`src/rtl/load_ext_ctrl_if.sv`:
```
// Request/response and memory-read signal bundle for load_ext_ctrl.
// slave is the controller's view; master is the requester/memory side.
interface load_ext_ctrl_if;
    localparam int unsigned AW = 32;
    localparam int unsigned DW = 32;

    logic          start;
    logic [AW-1:0] addr;
    logic [1:0]    size;
    logic          sext;
    logic          busy;
    logic          mem_req;
    logic [AW-1:0] mem_addr;
    logic          mem_ready;
    logic [DW-1:0] mem_rdata;
    logic          done;
    logic [DW-1:0] rdata;
    logic          err;

    modport slave (
        input  start, addr, size, sext, mem_ready, mem_rdata,
        output busy, mem_req, mem_addr, done, rdata, err
    );

    modport master (
        output start, addr, size, sext, mem_ready, mem_rdata,
        input  busy, mem_req, mem_addr, done, rdata, err
    );
endinterface

```
`src/rtl/load_ext_ctrl.sv`:
```
// Load controller: one aligned word read, lane select and sign/zero extension.
// Define LOAD_MISALIGN_CHK_EN to reject misaligned halfword/word loads up front.
module load_ext_ctrl #(
    parameter int unsigned TIMEOUT_CYC = 16
) (
    input  logic             clk,
    input  logic             rst,
    load_ext_ctrl_if.slave   bus
);
    localparam int unsigned CW = 8;
    localparam int unsigned DW = 32;

    typedef enum logic [1:0] {IDLE, WAIT, EXT, DONE} state_t;

    state_t          state;
    state_t          state_n;
    logic [CW-1:0]   cnt;
    logic [1:0]      size_q;
    logic [1:0]      ofs_q;
    logic            sext_q;
    logic [DW-1:0]   word_q;

    logic            misalign_c;
    logic            reject_c;
    logic            timeout_c;
    logic            fail_c;
    logic [7:0]      byte_c;
    logic [15:0]     half_c;
    logic [DW-1:0]   ext_c;

`ifdef LOAD_MISALIGN_CHK_EN
    assign misalign_c = ((bus.size == 2'b01) && bus.addr[0]) ||
                        ((bus.size == 2'b10) && (bus.addr[1:0] != 2'b00));
`else
    assign misalign_c = 1'b0;
`endif

    assign reject_c  = (bus.size == 2'b11) || misalign_c;
    assign timeout_c = (TIMEOUT_CYC != 0) && (cnt == CW'(TIMEOUT_CYC));

    // Little-endian lane selection from the captured word
    assign byte_c = word_q[{ofs_q, 3'b000} +: 8];
    assign half_c = ofs_q[1] ? word_q[31:16] : word_q[15:0];

    always_comb begin
        ext_c = word_q;
        case (size_q)
            2'b00:   ext_c = {{24{sext_q & byte_c[7]}}, byte_c};
            2'b01:   ext_c = {{16{sext_q & half_c[15]}}, half_c};
            default: ext_c = word_q;
        endcase
    end

    always_ff @(posedge clk) begin
        if (rst) begin
            state <= IDLE;
        end else begin
            state <= state_n;
        end
    end

    // mem_ready beats the timeout when both land in the same cycle
    always_comb begin
        state_n = state;
        fail_c  = 1'b0;
        case (state)
            IDLE: begin
                if (bus.start) begin
                    if (reject_c) begin
                        state_n = DONE;
                        fail_c  = 1'b1;
                    end else begin
                        state_n = WAIT;
                    end
                end
            end
            WAIT: begin
                if (bus.mem_ready) begin
                    state_n = EXT;
                end else if (timeout_c) begin
                    state_n = DONE;
                    fail_c  = 1'b1;
                end
            end
            EXT:     state_n = DONE;
            DONE:    state_n = IDLE;
            default: state_n = IDLE;
        endcase
    end

    // Outputs are registered from the next state so they align with it
    always_ff @(posedge clk) begin
        if (rst) begin
            bus.busy     <= 1'b0;
            bus.mem_req  <= 1'b0;
            bus.mem_addr <= '0;
            bus.done     <= 1'b0;
            bus.err      <= 1'b0;
            bus.rdata    <= '0;
            cnt          <= '0;
            size_q       <= '0;
            ofs_q        <= '0;
            sext_q       <= 1'b0;
            word_q       <= '0;
        end else begin
            bus.busy    <= (state_n != IDLE);
            bus.mem_req <= (state_n == WAIT);
            bus.done    <= (state_n == DONE);
            bus.err     <= fail_c;
            cnt         <= (state_n == WAIT) ? cnt + CW'(1) : '0;

            if ((state == IDLE) && bus.start) begin
                size_q       <= bus.size;
                sext_q       <= bus.sext;
                ofs_q        <= bus.addr[1:0];
                bus.mem_addr <= {bus.addr[31:2], 2'b00};
            end

            if ((state == WAIT) && bus.mem_ready) begin
                word_q <= bus.mem_rdata;
            end

            if (state_n == DONE) begin
                bus.rdata <= fail_c ? '0 : ext_c;
            end
        end
    end
endmodule

```
`src/flat_wrapper.sv`:
```
// flat-port wrapper written by rule: the top's interface ports become plain ports
module load_ext_ctrl_flat 
#(
    parameter int unsigned TIMEOUT_CYC = 16
)
  (clk, rst, bus_start, bus_addr, bus_size, bus_sext, bus_mem_ready, bus_mem_rdata, bus_busy, bus_mem_req, bus_mem_addr, bus_done, bus_rdata, bus_err);
  load_ext_ctrl_if bus_i ();
  input  logic clk;
  input  logic rst;
  input wire logic [$bits(bus_i.start)-1:0] bus_start;
  input wire logic [$bits(bus_i.addr)-1:0] bus_addr;
  input wire logic [$bits(bus_i.size)-1:0] bus_size;
  input wire logic [$bits(bus_i.sext)-1:0] bus_sext;
  input wire logic [$bits(bus_i.mem_ready)-1:0] bus_mem_ready;
  input wire logic [$bits(bus_i.mem_rdata)-1:0] bus_mem_rdata;
  output wire logic [$bits(bus_i.busy)-1:0] bus_busy;
  output wire logic [$bits(bus_i.mem_req)-1:0] bus_mem_req;
  output wire logic [$bits(bus_i.mem_addr)-1:0] bus_mem_addr;
  output wire logic [$bits(bus_i.done)-1:0] bus_done;
  output wire logic [$bits(bus_i.rdata)-1:0] bus_rdata;
  output wire logic [$bits(bus_i.err)-1:0] bus_err;
  assign bus_i.start = bus_start;
  assign bus_i.addr = bus_addr;
  assign bus_i.size = bus_size;
  assign bus_i.sext = bus_sext;
  assign bus_i.mem_ready = bus_mem_ready;
  assign bus_i.mem_rdata = bus_mem_rdata;
  assign bus_busy = bus_i.busy;
  assign bus_mem_req = bus_i.mem_req;
  assign bus_mem_addr = bus_i.mem_addr;
  assign bus_done = bus_i.done;
  assign bus_rdata = bus_i.rdata;
  assign bus_err = bus_i.err;
  load_ext_ctrl #(.TIMEOUT_CYC(TIMEOUT_CYC)) u_core (.clk(clk), .rst(rst), .bus(bus_i));
endmodule
```
`config.mk`:
```
export PLATFORM = sky130hd
export DESIGN_NAME = load_ext_ctrl_flat
export DESIGN_NICKNAME = d
export VERILOG_FILES = /design/src/rtl/load_ext_ctrl_if.sv /design/src/rtl/load_ext_ctrl.sv /design/src/flat_wrapper.sv
export SDC_FILE = /design/constraint.sdc
export NUM_CORES = 1
export LEC_CHECK = 0
export CELL_PAD_IN_SITES_DETAIL_PLACEMENT = 1
export CELL_PAD_IN_SITES_GLOBAL_PLACEMENT = 1
export CORE_MARGIN = 4
export CORE_UTILIZATION = 32
export DETAILED_ROUTE_END_ITERATION = 8
export PLACE_DENSITY_LB_ADDON = 0.1
export SLEW_MARGIN = 0
export SYNTH_ARGS = -nofsm -noshare
export SYNTH_HDL_FRONTEND = slang
export SYNTH_SLANG_ARGS = --single-unit
```
`constraint.sdc`:
```
create_clock -name clk -period 1.73 [get_ports clk]
set_input_delay 0.4325 -clock clk [delete_from_list [all_inputs] [get_ports clk]]
set_output_delay 0.4325 -clock clk [all_outputs]
set_load 0.005 [all_outputs]
```
==> results.json, run 1 <==
{
  "worst_slack_ns": 0.0514,
  "antenna_found_initial": 0,
  "track_usage": 0.182,
  "fin_crit_sh": 0.970,
  "cp_max_fo": 2,
  "endpoint_kind": "output pin",
  "synthCells": 557,
  "fin_area_sq_um": 7360,
  "num_rows": 44,
  "worst_hold_path_type": "flip-flop to flip-flop",
  "grt_pass1_vias": 4862,
  "cap_violations": 0,
  "wl_met1_microns": 6250,
  "synth-edff-count": 0,
  "start_util": 0.330,
  "seqPwrFrac": 0.380,
  "skew_ns": 0.0105,
  "fmax_mhz": 596,
  "worstSkewPairLatency_ns": 0.41,
  "overflow": 0,
  "grt_pass1_wl_microns": 25200,
  "finalNetCount": 789,
  "swShare": 0.235,
  "ys.flop_type": "dfxtp_1",
  "place_ws_ns": -0.331,
  "drtIter0Drc": 198,
  "clk_pin_slew_ns": 0.05,
  "via_per_inst": 4.84,
  "portBuffers": 136,
  "grt_start_max_net_pins": 39,
  "synth_seq_cells": 113,
  "firstDrtPassIters": 4,
  "p_switching_mw": 1.74,
  "leakage_nw": 3.25,
  "diodes": 0,
  "dpl.hpwl_microns": 11200,
  "ys_types": 56,
  "die_h_microns": 131,
  "power_density_nw_per_um2": 1010,
  "path_cells": "clkdlybuf4s50_1",
  "p_clk_frac": 0.494,
  "clock-root-buffer": "clkbuf_16",
  "final-max-slew-violation-count": 0,
  "fin_tns_setup_ns": 0,
  "totalPowerFinal_mw": 7.42,
  "topRoutingLayerUsed": "met4",
  "htreeDepth": 4,
  "dpl.cell_count": 879,
  "crit_required_ns": 1.30,
  "grt_setup_unrepaired": "no",
  "fp.dieW_microns": 131,
  "ys_warn_count": 0,
  "core_area_sq_um": 14700,
  "syn_avg_cell_area_sq_um": 8.72,
  "routed-wl-met2_microns": 7780,
  "finalHoldViolations": 0,
  "comb_power_share": 0.126,
  "critPathKind": "flip-flop to output pin",
  "final_antenna_net_count": 0,
  "slowest_stage": "clkdlybuf4s50_1",
  "wl_microns": 15300,
  "cts_inserted_buffers": 17,
  "syn2layout_area_growth_pct": 51.6,
  "clock_sinks": 113,
  "drive_gt1_frac": 0.165,
  "critical_path.startpoint_type": "flip-flop",
  "remaining_drc_errors": 0,
  "cts_tree": "built",
  "status": "completed",
  "syn_area_sq_um": 4860,
  "clk_path_buf_depth": 2,
  "crit_family": "buffers and inverters",
  "fin_crit_ns": 1.68,
  "vias": 4416,
  "power.internal_mw": 5.68,
  "wire_per_inst_microns": 16.8,
  "slowest_delay_ns": 0.50,
  "route.met3.wl_microns": 1130,
  "instances_no_fill": 913,
  "gp_congestion": 0.768,
  "design.portCount": 139,
  "peakVddDrop_v": 0.000719,
  "ys_seq_area_frac": 0.466,
  "async_flop_share": 0,
  "worst_ep_arrival_time_ns": 1.25,
  "dieArea_sq_um": 17200,
  "crit_buf_inv": 1,
  "dpl_cell_area_sq_um": 6630,
  "setup_violations": 0
}
==> layout make-up <==
| class | instances | area (sq um) |
|---|---|---|
| tap | 184 | 230 |
| inverter | 36 | 135 |
| fill | 1676 | 7340 |
| clock inverter | 11 | 160 |
| multi-input combinational | 368 | 2260 |
| timing repair buffer | 180 | 1850 |
| sequential | 113 | 2270 |
| clock buffer | 21 | 460 |
==> placed cells by master, fill, tap and decap left out, types with 5 or more instances in the layout <==
| master | instances |
|---|---|
| a21oi_1 | 68 |
| a32oi_1 | 5 |
| buf_12 | 6 |
| buf_4 | 38 |
| clkbuf_16 | 17 |
| clkdlybuf4s50_1 | 91 |
| clkinv_2 | 5 |
| dfxtp_1 | 110 |
| dlygate4sd2_1 | 9 |
| dlymetal6s2s_1 | 35 |
| inv_1 | 36 |
| mux2i_1 | 9 |
| nand2_1 | 156 |
| nand2b_1 | 13 |
| nor2_1 | 11 |
| o211ai_1 | 5 |
| o21ai_0 | 12 |
| o311ai_2 | 14 |
| or2b_2 | 5 |
==> cells in the mapped netlist, drive strengths merged (3+ instances only) <==
cell type  instances  share of area
nand2            156           0.12
dfxtp            113           0.47
a21oi             70          0.073
inv               36          0.028
clkbuf            23          0.018
buf               17          0.026
o21ai             16          0.020
o311ai            16          0.050
nand2b            13          0.017
nor2              13          0.017
mux2i             10          0.021
a32oi              5         0.0090
o211ai             5         0.0077
or2b               5         0.0090
a221o              4         0.0082
nand3              4         0.0067
nor2b              4         0.0052
o32ai              4          0.013
a22oi              3         0.0046
mux4               3          0.014
o21a               3         0.0046
xnor2              3         0.0054
xor2               3         0.0054
==> worst min-delay path, cell delays in order, from the launching register on <==
cell and delay (ns):
dfxtp_1 0.30, nand2_1 0.05, a21oi_1 0.05
==> what timing repair did <==
action / 4_1_cts / 5_1_grt
gates resized for setup: 10 / 43
hold buffers: 0 / 0
setup endpoints to repair: 10 / 54
buffers inserted: 0 / 2
pin swaps: 0 / 2
==> kinds of logic after synthesis <==
| group | after synthesis | share of synthesized area |
|---|---|---|
| compound gates | 132 | 0.203 |
| xor+xnor | 6 | 0.0108 |
| fa+ha+maj | 2 | 0.00515 |
| buf+inv | 77 | 0.0737 |
| flops | 113 | 0.466 |
| mux | 13 | 0.0353 |
| other cells | 1 | 0.000772 |
| simple gates | 213 | 0.205 |
==> power groups by stage <==
stage          logic (mW)  registers (mW)  clock network, mW
2_1_floorplan       0.447            2.85                  0
3_3_place_gp        0.932            2.87                  0
3_5_place_dp        0.949            2.88                  0
4_1_cts             0.952            2.82               3.76
5_1_grt              1.03            2.84               3.89
6_report            0.937            2.82               3.67
==> path summary, 6_finish.rpt <==
check | slack (ns) | end | start | depth (start not counted)
worst max-delay path | 0.05 | bus_rdata[22] | u_core.bus.rdata[22]$_SDFFE_PP0N_ | 1
worst min-delay path | 0.45 | u_core.bus.mem_addr[11]$_SDFFE_PP0P_ | u_core.bus.mem_addr[11]$_SDFFE_PP0P_ | 2
worst max register to register | 0.13 | u_core.bus.rdata[27]$_SDFFE_PP0N_ | u_core.state[1]$_SDFF_PP0_ | 6
worst min register to register | 0.45 | u_core.bus.mem_addr[11]$_SDFFE_PP0P_ | u_core.bus.mem_addr[11]$_SDFFE_PP0P_ | 2
==> state kept, by name (all words and copies together) (netlist names) <==
name and cells:
u_core.word_q 32, u_core.sext_q 1, u_core.bus.mem_addr 30, u_core.ofs_q 2, u_core.bus.rdata 32, u_core.bus.mem_req 1, u_core.bus.done 1, u_core.bus.err 1
u_core.bus.busy 1, u_core.size_q 2, u_core.cnt 8, u_core.state 2
==> through the flow <==
step / hold WS (ns) / utilization
6_report: 0.450 / 0.501
2_1_floorplan: 0.436 / -
4_1_cts: 0.455 / 0.492
3_5_place_dp: 0.451 / 0.451
5_1_grt: 0.473 / 0.501
3_3_place_gp: 0.441 / 0.451
==> metal layers <==
layer	up-vias	track usage
li1	2188	-
met1	2112	0.199
met2	106	0.315
met3	10	0.0849
met4	0	0.0537
met5	-	0
Power figures use the tool's default switching activity.
==> inputs of run 2 (changes only) <==
--- a/config.mk
+++ b/config.mk
@@ -11,6 +11,7 @@
 export CORE_UTILIZATION = 32
 export DETAILED_ROUTE_END_ITERATION = 8
 export PLACE_DENSITY_LB_ADDON = 0.1
+export RECOVER_POWER = 50
 export SLEW_MARGIN = 0
 export SYNTH_ARGS = -nofsm -noshare
 export SYNTH_HDL_FRONTEND = slang
==> run 2 against run 1 <==
Compared with the run above: worst hold slack gained 0.0026 ns; utilization shrank 0.71 points; worst setup slack lost 0.0025 ns; count of clock-buffer cells in the layout is the same; clock skew shrank 0.0019 ns; total power is essentially flat.
==> results.json, run 2 (synthesized netlist as in run 1, its figures left out) <==
{
  "status": "completed",
  "cts_tree": "built",
  "clk_pin_slew_ns": 0.05,
  "antenna_found_initial": 0,
  "grt_setup_unrepaired": "no",
  "gp_congestion": 0.768,
  "crit_family": "buffers and inverters",
  "clock-root-buffer": "clkbuf_16",
  "num_rows": 44,
  "nFillCells": 1671,
  "drtIter0Drc": 198,
  "cts_inserted_buffers": 17,
  "worst_ep_arrival_time_ns": 1.25,
  "finalHoldViolations": 0,
  "finalNetCount": 789,
  "crit_buf_inv": 1,
  "drive_gt1_frac": 0.163,
  "wire_per_inst_microns": 16.8,
  "fin_crit_sh": 0.972,
  "worst_slack_ns": 0.0489,
  "slowest_stage": "clkdlybuf4s50_1",
  "final_antenna_net_count": 0,
  "clock_sinks": 113,
  "leakage_nw": 2.61,
  "endpoint_kind": "output pin",
  "totalPowerFinal_mw": 7.42,
  "path_cells": "clkdlybuf4s50_1",
  "grt_start_max_net_pins": 39,
  "peakVddDrop_v": 0.000719,
  "worstSkewPairLatency_ns": 0.41,
  "design.portCount": 139,
  "remaining_drc_errors": 0,
  "skew_ns": 0.00864,
  "track_usage": 0.182,
  "worst_hold_path_type": "flip-flop to flip-flop",
  "reg_top3": "u_core.bus.rdata x32, u_core.word_q x32, u_core.bus.mem_addr x30",
  "ctsHoldBuffers": 0,
  "start_util": 0.330,
  "overflow": 0,
  "fin_tns_setup_ns": 0,
  "fp.dieW_microns": 131,
  "portBuffers": 136,
  "dpl.hpwl_microns": 11200,
  "cap_violations": 0,
  "instances_no_fill": 913,
  "clk_path_buf_depth": 2,
  "fin_crit_ns": 1.68,
  "core_area_sq_um": 14700,
  "syn2layout_area_growth_pct": 49.5,
  "layout_commonest_cell": "nand2_1",
  "grt_pass1_wl_microns": 25200,
  "diodes": 0,
  "critPathKind": "flip-flop to output pin",
  "crit_required_ns": 1.30,
  "htreeDepth": 4,
  "final_cell_mix": "nand2_1, dfxtp_1, clkdlybuf4s50_1, a21oi_1",
  "final-max-slew-violation-count": 0,
  "setup_violations": 0,
  "critical_path.startpoint_type": "flip-flop",
  "grt_pass1_vias": 4862,
  "place_ws_ns": -0.331,
  "dieArea_sq_um": 17200,
  "power_density_nw_per_um2": 1020,
  "vias": 4405,
  "cp_max_fo": 2,
  "fmax_mhz": 595,
  "via_per_inst": 4.82,
  "dpl.cell_count": 879,
  "die_h_microns": 131,
  "firstDrtPassIters": 4,
  "wl_microns": 15400,
  "slowest_delay_ns": 0.50
}
[run 2: cell types whose count changed in the layout (fill, tap and decap cells not counted), sizes merged]
| cell | before | now |
|---|---|---|
| clkbuf | 21 | 24 |
| buf | 45 | 42 |
| clkdlybuf4s25 | 0 | 35 |
| dlymetal6s2s | 35 | 0 |
[run 2: area by class of cell]
cell class                 instances  area, sq um  area share
sequential                       113         2270       0.312
multi-input combinational        368         2260       0.312
clock buffer                      21          460      0.0634
clock inverter                    11          160      0.0221
inverter                          36          135      0.0186
timing repair buffer             180         1740       0.240
tap                              184          230      0.0317
[run 2: worst paths after layout]
check | startpoint | endpoint | slack (ns) | depth (start not counted)
worst max-delay path | u_core.bus.rdata[23]$_SDFFE_PP0N_ | bus_rdata[23] | 0.05 | 1
worst min-delay path | u_core.bus.mem_addr[11]$_SDFFE_PP0P_ | u_core.bus.mem_addr[11]$_SDFFE_PP0P_ | 0.45 | 2
worst max register to register | u_core.state[1]$_SDFF_PP0_ | u_core.bus.rdata[21]$_SDFFE_PP0N_ | 0.13 | 6
worst min register to register | u_core.bus.mem_addr[11]$_SDFFE_PP0P_ | u_core.bus.mem_addr[11]$_SDFFE_PP0P_ | 0.45 | 2
[run 2: worst reg2reg max path, stage by stage (launching register included)]
cell and delay [ns]:
dfxtp_1 0.43, or3b_1 0.37, buf_4 0.19, nor2_8 0.11
nand3_4 0.13, buf_12 0.19, o311ai_2 0.08
[run 2: per-stage QoR]
step / hold WS [ns] / utilization / cell area [sq um]
detailed placement: 0.451 / 0.451 / 6630
global placement: 0.441 / 0.451 / 6630
global route: 0.476 / 0.494 / 7260
floorplan: 0.436 / - / 4860
finish: 0.453 / 0.494 / 7260
CTS: 0.455 / 0.492 / 7240
[run 2: per-layer routing]
layer / global-route usage / up-vias / wire (microns)
li1: - / 2181 / -
met1: 0.199 / 2102 / 6290
met2: 0.315 / 108 / 7710
met3: 0.0849 / 14 / 1160
met4: 0.0537 / 0 / 218
met5: 0 / - / 0
[run 2: where the power goes]
| group | switching (mW) | leakage (nW) | internal (mW) |
|---|---|---|---|
| combinational | 0.452 | 1.39 | 0.477 |
| sequential | 0.0981 | 0.920 | 2.73 |
| clock | 1.20 | 0.303 | 2.47 |
| total | 1.75 | 2.61 | 5.67 |
[run 2: what timing repair did]
action                                  CTS  global route
pin swaps                                 0             2
gates resized for setup                  10            43
endpoints found under the setup margin   10            54
setup buffers                             0             2
==> inputs of run 3 (changes only) <==
--- a/config.mk
+++ b/config.mk
@@ -8,8 +8,9 @@
 export CELL_PAD_IN_SITES_DETAIL_PLACEMENT = 1
 export CELL_PAD_IN_SITES_GLOBAL_PLACEMENT = 1
 export CORE_MARGIN = 4
-export CORE_UTILIZATION = 32
+export CORE_UTILIZATION = 42
 export DETAILED_ROUTE_END_ITERATION = 8
+export DONT_BUFFER_PORTS = 1
 export PLACE_DENSITY_LB_ADDON = 0.1
 export RECOVER_POWER = 50
 export SLEW_MARGIN = 0
==> run 3 against run 2 <==
Compared with the run above: total power decreased by 12%; clock skew fell by 0.0022 ns; sequential share of layout area increased by 9.1 points; register-to-register slack worse by 0.04 ns; utilization about the same; cell area decreased by 23%; worst hold slack lost 0.36 ns; combinational power down 39%; fmax grew 2.7%; cell count decreased by 22%; count of clock-buffer cells in the layout up 4; clock power is 14% lower; largest power group unchanged; highest routed layer unchanged.
==> results.json, run 3 (synthesized netlist as in run 1, its figures left out) <==
{
  "drtIter0Drc": 221,
  "whs_endpoint": "u_core.word_q[1]$_SDFFE_PP0P_",
  "peakVddDrop_v": 0.000654,
  "worstSkewPairLatency_ns": 0.41,
  "vias": 3868,
  "clock-root-buffer": "clkbuf_16",
  "worst_ep_arrival_time_ns": 1.96,
  "diodes": 0,
  "clk_pin_slew_ns": 0.05,
  "firstDrtPassIters": 4,
  "slowest_stage": "or3b_1",
  "overflow": 0,
  "dpl_cell_area_sq_um": 5060,
  "worst_slack_ns": 0.0925,
  "portBuffers": 0,
  "num_rows": 39,
  "cts_tree": "built",
  "holdPathStages": 1,
  "skew_ns": 0.00646,
  "ctsHoldBuffers": 0,
  "rr_worst_depth": 5,
  "totalPowerFinal_mw": 6.56,
  "fin_crit_sh": 0.947,
  "reg_top3": "u_core.bus.rdata x32, u_core.word_q x32, u_core.bus.mem_addr x30",
  "grt_pass1_wl_microns": 20700,
  "dieArea_sq_um": 13300,
  "cp_max_fo": 9,
  "endpoint_kind": "flip-flop",
  "fp.dieW_microns": 116,
  "hp-start": "rst",
  "final_cell_mix": "nand2_1, dfxtp_1, a21oi_1, inv_1, clkbuf_16",
  "grt_start_max_net_pins": 108,
  "grt_setup_unrepaired": "no",
  "post-cts-setup-buffers": 0,
  "antenna_found_initial": 0,
  "clock_sinks": 113,
  "core_area_sq_um": 11400,
  "tightest_slew_ns": 0.690,
  "track_usage": 0.204,
  "leakage_nw": 1.93,
  "start_util": 0.427,
  "syn2layout_area_growth_pct": 15.6,
  "drive_gt1_frac": 0.151,
  "final-max-slew-violation-count": 0,
  "power_density_nw_per_um2": 1170,
  "setup_violations": 0,
  "dpl.hpwl_microns": 9400,
  "via_per_inst": 5.44,
  "remaining_drc_errors": 0,
  "relSlewSlack": 0.540,
  "crit_required_ns": 2.05,
  "cts_inserted_buffers": 17,
  "reg2reg_setup_slack_ns": 0.09,
  "design.portCount": 139,
  "fin_crit_ns": 1.64,
  "layout_commonest_cell": "nand2_1",
  "htreeDepth": 4,
  "finalHoldViolations": 0,
  "fin_tns_setup_ns": 0,
  "die_h_microns": 116,
  "slowest_delay_ns": 0.50,
  "wl_microns": 13500,
  "fmax_mhz": 611,
  "r2r_end": "u_core.bus.rdata[26]$_SDFFE_PP0N_",
  "critPathKind": "flip-flop to flip-flop",
  "worst_hold_path_type": "input pin to flip-flop",
  "place_ws_ns": 0.0174,
  "final_antenna_net_count": 0,
  "grt_pass1_vias": 3925,
  "wire_per_inst_microns": 18.9,
  "critical_path.startpoint_type": "flip-flop",
  "cap_violations": 0,
  "finalNetCount": 628,
  "gp_congestion": 0.791,
  "reg2reg_from": "u_core.state[1]$_SDFF_PP0_",
  "status": "completed",
  "path_cells": "or3b_1, buf_12, nor2_4, nand2_1, o311ai_2",
  "clk_path_buf_depth": 2,
  "fin_area_sq_um": 5620,
  "cts_resized": 0
}
## run 3: layout make-up
type,count,area (sq um)
clock buffer,25,465
clock inverter,7,60.1
fill,1331,5750
inverter,36,135
multi-input combinational,369,2280
sequential,113,2260
tap,143,179
timing repair buffer,18,229
## run 3: power breakdown
group / switching [mW] / internal, mW
clock network: 1.16 / 1.99
registers: 0.117 / 2.73
logic: 0.338 / 0.228
total: 1.61 / 4.95
## run 3: how the worst max path moves through the flow
stage	startpoint	endpoint	slack, ns	cells past startpoint
final	u_core.state[1]$_SDFF_PP0_	u_core.bus.rdata[26]$_SDFFE_PP0N_	0.09	5
after global routing	u_core.state[1]$_SDFF_PP0_	u_core.bus.rdata[31]$_SDFFE_PP0N_	0.002	6
after CTS	u_core.state[1]$_SDFF_PP0_	u_core.bus.rdata[6]$_SDFFE_PP0N_	0.007	5
after detailed placement	rst	u_core.bus.rdata[6]$_SDFFE_PP0N_	0.02	5
after global placement	rst	u_core.bus.rdata[2]$_SDFFE_PP0N_	0.07	5
after floorplan	rst	u_core.bus.rdata[21]$_SDFFE_PP0N_	0.09	7
## run 3: critical path: cells and delay by family, from the launching register on
family | cells | cell delay (ns)
flip-flops | 1 | 0.42
AND/OR/NAND/NOR | 3 | 0.85
AO/OA/AOI/OAI | 1 | 0.07
buffers and inverters | 1 | 0.20
## run 3: stage by stage
stage / cells / utilization / hold WS [ns]
CTS: 710 / 0.491 / 0.0749
finish: 711 / 0.494 / 0.0957
floorplan: 558 / - / 0.436
detailed placement: 678 / 0.445 / 0.455
global route: 711 / 0.494 / 0.0733
global placement: 678 / 0.445 / 0.447
## run 3: metal layers
layer	vias to the layer above	wire length, microns	global-route usage
met5	-	0	0
met4	0	216	0.0782
met3	17	1120	0.0950
met2	111	6780	0.341
met1	1874	5340	0.226
li1	1866	-	-
